<file path="config.mk">
export PLATFORM = sky130hd
export DESIGN_NAME = serial_add_sub
export DESIGN_NICKNAME = d
export VERILOG_FILES = /design/src/rtl/serial_add_sub.sv
export SDC_FILE = /design/constraint.sdc
export NUM_CORES = 1
export LEC_CHECK = 0
export ABC_CLOCK_PERIOD_IN_PS = 2300
export BUFFER_PORTS_ARGS = -buffer_cell sky130_fd_sc_hd__buf_2
export CAP_MARGIN = 0
export CORE_ASPECT_RATIO = 2
export CORE_MARGIN = 4
export CORE_UTILIZATION = 30
export DETAILED_ROUTE_END_ITERATION = 7
export GPL_ROUTABILITY_DRIVEN = 0
export PLACE_DENSITY = 0.56
export SYNTH_ARGS = -nofsm -noshare
export SYNTH_HDL_FRONTEND = slang
export SYNTH_SLANG_ARGS = --single-unit
</file>
<file path="constraint.sdc">
create_clock -name clk_i -period 2.3 [get_ports clk_i]
set_input_delay 0.115 -clock clk_i [delete_from_list [all_inputs] [get_ports clk_i]]
set_output_delay 0.115 -clock clk_i [all_outputs]
set_load 0.05 [all_outputs]
</file>
<file path="src/rtl/serial_add_sub.sv">
// ============================================================================
// Module   : serial_add_sub
// Purpose  : Bit-serial two's-complement adder/subtractor. A single gate-level
//            full-adder cell processes one bit per clock, LSB first, so a
//            WIDTH-bit add or subtract takes WIDTH cycles in RUN plus one
//            DONE cycle. ALU-style flags are produced for the flag register.
// Ports    : clk_i      - clock, all state changes on the rising edge
//            rst_i      - synchronous active-high reset
//            start_i    - request an operation (accepted in IDLE or DONE)
//            sub_i      - 0 = A+B, 1 = A-B, captured with start_i
//            a_i, b_i   - WIDTH-bit operands, captured with start_i
//            busy_o     - high while the operation is in RUN
//            done_o     - one-cycle pulse, result and flags are new
//            result_o   - sum/difference, held until the next completion
//            carry_o    - final carry out (subtract: 1 = no borrow)
//            overflow_o - signed overflow
//            zero_o     - result_o == 0
//            negative_o - result_o MSB
// Revision : 1.0 - initial release
// ============================================================================
`default_nettype none

module serial_add_sub #(
  parameter int WIDTH = 64
) (
  input  logic             clk_i,
  input  logic             rst_i,
  input  logic             start_i,
  input  logic             sub_i,
  input  logic [WIDTH-1:0] a_i,
  input  logic [WIDTH-1:0] b_i,
  output logic             busy_o,
  output logic             done_o,
  output logic [WIDTH-1:0] result_o,
  output logic             carry_o,
  output logic             overflow_o,
  output logic             zero_o,
  output logic             negative_o
);

  localparam int             CNT_W    = $clog2(WIDTH);
  localparam logic [CNT_W-1:0] LAST_BIT = CNT_W'(WIDTH - 1);

  typedef enum logic [1:0] {
    IDLE = 2'd0,
    RUN  = 2'd1,
    DONE = 2'd2
  } state_t;

  state_t             state;
  logic [WIDTH-1:0]   op_a;
  logic [WIDTH-1:0]   op_b;
  logic [WIDTH-1:0]   acc;
  logic               carry;
  logic [CNT_W-1:0]   cnt;

  // Gate-level full-adder cell fed from the operand LSBs and the carry flop.
  logic             fa_a;
  logic             fa_b;
  logic             fa_sum;
  logic             fa_cout;
  logic [WIDTH-1:0] acc_next;

  assign fa_a     = op_a[0];
  assign fa_b     = op_b[0];
  assign fa_sum   = fa_a ^ fa_b ^ carry;
  assign fa_cout  = (fa_a & fa_b) | (carry & (fa_a ^ fa_b));

  // Sum bits enter at the MSB so after WIDTH shifts bit 0 lands at position 0.
  assign acc_next = {fa_sum, acc[WIDTH-1:1]};

  always_ff @(posedge clk_i) begin
    if (rst_i) begin
      state      <= IDLE;
      op_a       <= '0;
      op_b       <= '0;
      acc        <= '0;
      carry      <= 1'b0;
      cnt        <= '0;
      busy_o     <= 1'b0;
      done_o     <= 1'b0;
      result_o   <= '0;
      carry_o    <= 1'b0;
      overflow_o <= 1'b0;
      zero_o     <= 1'b0;
      negative_o <= 1'b0;
    end else begin
      case (state)
        IDLE, DONE: begin
          done_o <= 1'b0;
          if (start_i) begin
            op_a   <= a_i;
            // Subtract is A + ~B + 1; the +1 enters through the carry flop.
            op_b   <= sub_i ? ~b_i : b_i;
            carry  <= sub_i;
            cnt    <= '0;
            busy_o <= 1'b1;
            state  <= RUN;
          end else begin
            state  <= IDLE;
          end
        end

        RUN: begin
          acc   <= acc_next;
          op_a  <= op_a >> 1;
          op_b  <= op_b >> 1;
          carry <= fa_cout;
          cnt   <= cnt + CNT_W'(1);
          if (cnt == LAST_BIT) begin
            // On the last bit the carry flop still holds the carry into the
            // MSB, which is what signed overflow compares against.
            state      <= DONE;
            busy_o     <= 1'b0;
            done_o     <= 1'b1;
            result_o   <= acc_next;
            carry_o    <= fa_cout;
            overflow_o <= carry ^ fa_cout;
            zero_o     <= ~|acc_next;
            negative_o <= fa_sum;
          end
        end

        default: begin
          state  <= IDLE;
          busy_o <= 1'b0;
          done_o <= 1'b0;
        end
      endcase
    end
  end

endmodule

`default_nettype wire

</file>
==> results of run 1 <==
cell families (layout without fill, tap and decap cells):
kind of cell             Yosys count  count (layout)  share of synthesized area
XOR/XNOR                          65              65                     0.0542
other                              0               2                          0
AO/OA/AOI/OAI                    334             334                      0.209
adder cells (fa/ha/maj)            2               2                    0.00310
flip-flops                       269             269                      0.513
buffers and inverters            108             393                     0.0463
AND/OR/NAND/NOR                  443             443                      0.172
multiplexers                       2               2                    0.00215
area by class of cell:
type,count,area (sq um)
Antenna cell,2,5.00
Clock buffer,36,739
Clock inverter,10,111
Fill cell,3388,20500
Inverter,2,7.51
Multi-Input combinational cell,846,4650
Sequential cell,269,5390
Tap cell,441,552
Timing Repair Buffer,345,2510
metal layers:
metal  up-vias  part of all wire
li1       4760                 -
met1      4467              0.37
met2       217              0.54
met3        77             0.040
met4         2             0.045
met5         -           0.00043
registers in the layout, summed over array words and instances (netlist names):
name,cells
carry_o,1
acc,63
zero_o,1
cnt,6
result_o,64
state,2
busy_o,1
done_o,1
overflow_o,1
op_b,64
op_a,64
carry,1
Yosys cell counts (all sizes together), types with 3 or more instances:
master and instances:
buf 58, dfxtp 269, a211oi 3, a22oi 67, clkbuf 48, a22o 27
nand2 269, nor4 16, nor2 139, a221oi 63, a21oi 170, xnor2 64
nand4 7
power breakdown:
part	internal, mW	switching, mW
sequential	4.84	0.103
combinational	0.549	0.635
clock	2.47	1.83
total	7.86	2.57
worst min-delay path: stages:
cell      delay (ns)
buf_2           0.11
xnor2_1         0.06
nor2_1          0.08
a221oi_1        0.05
nor2_1          0.08
how the worst max path moves through the flow:
stage / start / end / slack (ns) / depth (start not counted)
3_5_place_dp: carry$_SDFFE_PP0P_ / zero_o$_SDFFE_PP0P_ / 0.15 / 5
2_1_floorplan: op_a[0]$_SDFFE_PP0P_ / zero_o$_SDFFE_PP0P_ / 0.32 / 5
5_1_grt: carry$_SDFFE_PP0P_ / zero_o$_SDFFE_PP0P_ / 0.05 / 5
4_1_cts: carry$_SDFFE_PP0P_ / zero_o$_SDFFE_PP0P_ / 0.14 / 5
3_3_place_gp: op_a[0]$_SDFFE_PP0P_ / zero_o$_SDFFE_PP0P_ / 0.21 / 5
6_report: carry$_SDFFE_PP0P_ / zero_o$_SDFFE_PP0P_ / 0.13 / 5
==> reports/qor.yml, run 1 <==
outcome:
  status: "complete, no violations"
critical_path:
  rr_worst_depth: 5
  path_buf_inv: 0
  critPathRequiredTime_ns: 2.76
  r2r_slack_ns: 0.13
  cp_top_family: "simple AND/OR/NAND/NOR gates"
  reg2reg_from: "carry$_SDFFE_PP0P_"
  worstPathCellList: "fa_1 > nor4_1 > nand4_1 > or4_1 > a211oi_2"
  crit_type: "flop to flop"
  critPathArrivalTime_ns: 2.63
  cpPeakStageDelay_ns: 0.54
  crit_path_max_fanout: 3
  start_kind: "flop"
  cp_slowest_cell: "or4_1"
  timing.rr.end: "zero_o$_SDFFE_PP0P_"
  endpoint_kind: "flop"
yosys:
  ys_warn_count: 0
  yosysTopAreaCell: "dfxtp_1"
  syn-cell-area_sq_um: 10500
  ys_types: 39
  ys_seq_elements: 269
  syn_inst: 1223
  async_flop_share: 0
  synth_edf_count: 0
  synthFlopType: "dfxtp_1"
  synth_nets: 1357
  synth_top_area_share: 0.513
  syn_avg_cell_area_sq_um: 8.58
  synth-seq-area-share: 0.513
  netlist_top_cells_area: "dfxtp_1 51%, nand2_1 9.6%, a21oi_1 8.1%"
clocking:
  cts_resized: 0
  cts_setup_buffers: 0
  root_buffer: "clkbuf_16"
  hold_buffers: 122
  cts.sinks: 269
  clkLatencyLatePin_ns: 0.54
  cts_tree: "done"
  path_clk_slew_ns: 0.06
  htree_num_levels: 1
  clockBufferDepth: 3
  numCtsBuffers: 26
placement:
  dp_hpwl_microns: 19600
  io_buffers: 201
  dp_cells: 1781
  post-place-ws_ns: 0.148
  place_area_sq_um: 11900
die:
  start_util: 0.304
  rows: 96
  core_sq_um: 34500
  die_w_microns: 140
  num_io_pins: 202
  die-height_microns: 273
  die_area_sq_um: 38200
run:
  cap_violations: 0
timing:
  layout_setup_ws_ns: 0.130
  setup_tns_ns: 0
  hold_violations: 0
  worst_pin_slew_ns: 0.731
  timing.fmax_mhz: 461
  drv_slew: 0
  final.min_clock_period_ns: 2.17
  finalSetupViolCount: 0
  fin_hold_ws_ns: 0.00818
  period_share: 0.943
  max_slew_margin: 0.511
  rsz0062_at_grt: "false"
  worst_clock_skew_ns: 0.00788
global_routing:
  grt.busiest_layer: "met2"
  grt_max_degree: 111
  track_usage: 0.153
  use_met3: 0.0207
  grt_pass1_wl_microns: 48700
  grt_pass1_vias: 9559
  grt_overflow_total: 0
  antenna_found_initial: 3
  use_met1: 0.165
  grt_util_met2: 0.289
layout:
  final_util: 0.405
  nNetsFinal: 1624
  instances_no_fill: 1951
  drive_gt1_frac: 0.183
  stdcell_area_sq_um: 14000
  final_cell_mix: "269 x nand2_1, 269 x dfxtp_1, 199 x buf_2"
  areaGrowthSynthToFinish_pct: 33.0
power:
  p_per_area_nw_per_um2: 747
  p_total_mw: 10.4
  ir_drop_v: 0.000554
  leakage_nw: 5.32
min_path:
  min_path_cells: 5
  hold_end: "op_b[4]$_SDFFE_PP0P_"
  min-delay-start: "b_i[4]"
  worst_hold_path_type: "input pin to flop"
detailed_routing:
  wl_per_cell_microns: 15.5
  drcViolationCount: 0
  first_pass_iters: 4
  wl_microns: 30200
  via_count: 9523
  initialDrtViolationCount: 427
  ant_nets: 0
  vias_per_cell: 4.88
No activity file was read; power rests on OpenSTA's default activity.
==> inputs of run 2 (changes only) <==
--- a/config.mk
+++ b/config.mk
@@ -10,10 +10,10 @@
 export CAP_MARGIN = 0
 export CORE_ASPECT_RATIO = 2
 export CORE_MARGIN = 4
-export CORE_UTILIZATION = 30
+export CORE_UTILIZATION = 50
 export DETAILED_ROUTE_END_ITERATION = 7
 export GPL_ROUTABILITY_DRIVEN = 0
-export PLACE_DENSITY = 0.56
+export PLACE_DENSITY = 0.8
 export SYNTH_ARGS = -nofsm -noshare
 export SYNTH_HDL_FRONTEND = slang
 export SYNTH_SLANG_ARGS = --single-unit
==> reports/qor.yml, run 2 (synthesis gave the netlist of run 1 again) <==
power:
  p_per_area_nw_per_um2: 749  # +0.29%
  power.internal_mw: 7.66  # -2.5%
  leakage_nw: 5.24  # -1.5%
  ir_drop_v: 0.000556  # +0.28%
  combPwrFrac: 0.118  # +0.004
  p_sw_mw: 2.50  # -2.6%
  netSwitchingFraction: 0.246  # about the same
  p_seq_frac: 0.487  # +0.013
  p_total_mw: 10.2  # -2.6%
  clkPwrFrac: 0.395  # -0.017
die:
  die-height_microns: 213  # -22%
  core_sq_um: 20600  # -40%
  rows: 74  # -23%
  die_w_microns: 110  # -21%
  start_util: 0.511  # +0.206
  num_io_pins: 202  # unchanged
  die_area_sq_um: 23500  # -38%
layout:
  instances_no_fill: 1761  # -9.7%
  drive_gt1_frac: 0.180  # -0.00273
  top_regs: "op_a x64, op_b x64, result_o x64"
  areaGrowthSynthToFinish_pct: 29.3
  nNetsFinal: 1609  # -0.92%
  final_cell_mix: "269 x nand2_1, 269 x dfxtp_1, 199 x buf_2"
  stdcell_area_sq_um: 13600  # -2.8%
  final_util: 0.660  # +0.255
timing:
  period_share: 0.923  # -0.0206
  timing.fmax_mhz: 471  # +2.2%
  finalSetupViolCount: 0  # unchanged
  setup_tns_ns: 0  # unchanged
  rsz0062_at_grt: "false"
  hold_violations: 0  # unchanged
  layout_setup_ws_ns: 0.178  # +0.0475 ns
  worst_clock_skew_ns: 0.00853  # +0.000655 ns
  worst_pin_slew_ns: 0.701  # -0.0304 ns
  fin_hold_ws_ns: 0.0121  # +0.00389 ns
  max_slew_margin: 0.532  # +0.0203
  final.min_clock_period_ns: 2.12  # -0.0475 ns
  drv_slew: 0  # unchanged
placement:
  place_area_sq_um: 11600  # -2.1%
  dp_hpwl_microns: 17200  # -12%
  dp_cells: 1602  # -10%
  io_buffers: 201  # unchanged
  post-place-ws_ns: 0.196  # +0.0487 ns
critical_path:
  reg2reg_from: "op_a[0]$_SDFFE_PP0P_"
  path_buf_inv: 0  # unchanged
  crit_type: "flop to flop"
  r2r_slack_ns: 0.18  # +0.05 ns
  critPathArrivalTime_ns: 2.56  # -0.07 ns
  rr_worst_depth: 5  # unchanged
  crit_path_max_fanout: 3  # unchanged
  critPathRequiredTime_ns: 2.74  # -0.02 ns
  cp_slowest_cell: "or4_1"
  start_kind: "flop"
  endpoint_kind: "flop"
  worstPathCellList: "fa_1 > nor4_1 > nand4_1 > or4_1 > a211oi_2"
  timing.rr.end: "zero_o$_SDFFE_PP0P_"
  cp_top_family: "simple AND/OR/NAND/NOR gates"
  cpPeakStageDelay_ns: 0.54  # about the same
global_routing:
  grt_pass1_wl_microns: 48500  # -0.41%
  grt.busiest_layer: "met2"
  track_usage: 0.245  # +0.0916
  grt_util_met2: 0.464  # +0.175
  use_met3: 0.0352  # +0.0145
  antenna_found_initial: 2  # -1
  grt_max_degree: 128  # +15%
  use_met1: 0.258  # +0.0932
  grt_pass1_vias: 9995  # +4.6%
  grt_overflow_total: 0  # unchanged
clocking:
  cts.sinks: 269  # unchanged
  cts_setup_buffers: 0  # unchanged
  root_buffer: "clkbuf_16"
  clkLatencyLatePin_ns: 0.51  # -0.03 ns
  cts_tree: "done"
  path_clk_slew_ns: 0.07  # about the same
  numCtsBuffers: 23  # -12%
  htree_num_levels: 1  # unchanged
  clockBufferDepth: 3  # unchanged
detailed_routing:
  first_pass_iters: 6  # +2
  vias_per_cell: 5.64  # +16%
  wl_per_cell_microns: 17.0  # +10%
  ant_nets: 0  # unchanged
  initialDrtViolationCount: 656  # +54%
  wl_microns: 30000  # -0.75%
  via_count: 9932  # +4.3%
  drcViolationCount: 0  # unchanged
run:
  cap_violations: 0  # unchanged
min_path:
  hold_end: "op_b[59]$_SDFFE_PP0P_"
  min_path_cells: 5  # unchanged
  min-delay-start: "b_i[59]"
  worst_hold_path_type: "input pin to flop"
outcome:
  status: "complete, no violations"
run 2: changes by cell type in the layout (fill, tap and decap cells not counted), sizes merged:
cell         before  now
dlygate4sd3     122  114
inv               2    4
clkinvlp          3    0
diode             2    3
clkbuf           36   34
clkinv            5    4
buf             223  219
run 2: area by class of cell:
type                    instances  area [sq um]
well taps                     266           333
flip-flops and latches        269          5390
diodes                          3          7.51
fillers                      1582          6990
clock buffers                  34           677
inverters                       2          7.51
repair buffers                333          2400
clock inverters                 8           104
multi-input cells             846          4650
run 2: repair_timing:
action / 4_1_cts / 5_1_grt
hold buffers: 113 / 1
gates resized for setup: 0 / 0
hold endpoints to repair: 135 / 1
run 2: tightest hold or removal path, cell delays in order:
cell	delay, ns
buf_2	0.09
xnor2_1	0.06
nor2_1	0.09
a221oi_1	0.05
nor2_1	0.08
run 2: worst max-delay path by stage:
stage	from	end	slack [ns]	depth (start not counted)
final	op_a[0]$_SDFFE_PP0P_	zero_o$_SDFFE_PP0P_	0.18	5
after global routing	carry$_SDFFE_PP0P_	zero_o$_SDFFE_PP0P_	0.02	5
after CTS	op_a[0]$_SDFFE_PP0P_	zero_o$_SDFFE_PP0P_	0.18	5
after detailed placement	op_a[0]$_SDFFE_PP0P_	zero_o$_SDFFE_PP0P_	0.20	5
after global placement	op_a[0]$_SDFFE_PP0P_	zero_o$_SDFFE_PP0P_	0.23	5
after floorplan	op_a[0]$_SDFFE_PP0P_	zero_o$_SDFFE_PP0P_	0.32	5
run 2: routing by layer:
metal	share of wire	wire length, microns
met1	0.36	10800
met5	0.00043	13
met3	0.049	1480
met2	0.54	16200
met4	0.052	1560
run 2: power by group through the flow:
| stage | combinational (mW) | sequential [mW] | clock [mW] |
|---|---|---|---|
| floorplan | 0.711 | 5.02 | 0 |
| global placement | 0.977 | 5.04 | 0 |
| detailed placement | 0.999 | 5.05 | 0 |
| CTS | 1.15 | 4.94 | 4.08 |
| global route | 1.31 | 4.96 | 4.25 |
| finish | 1.20 | 4.95 | 4.01 |
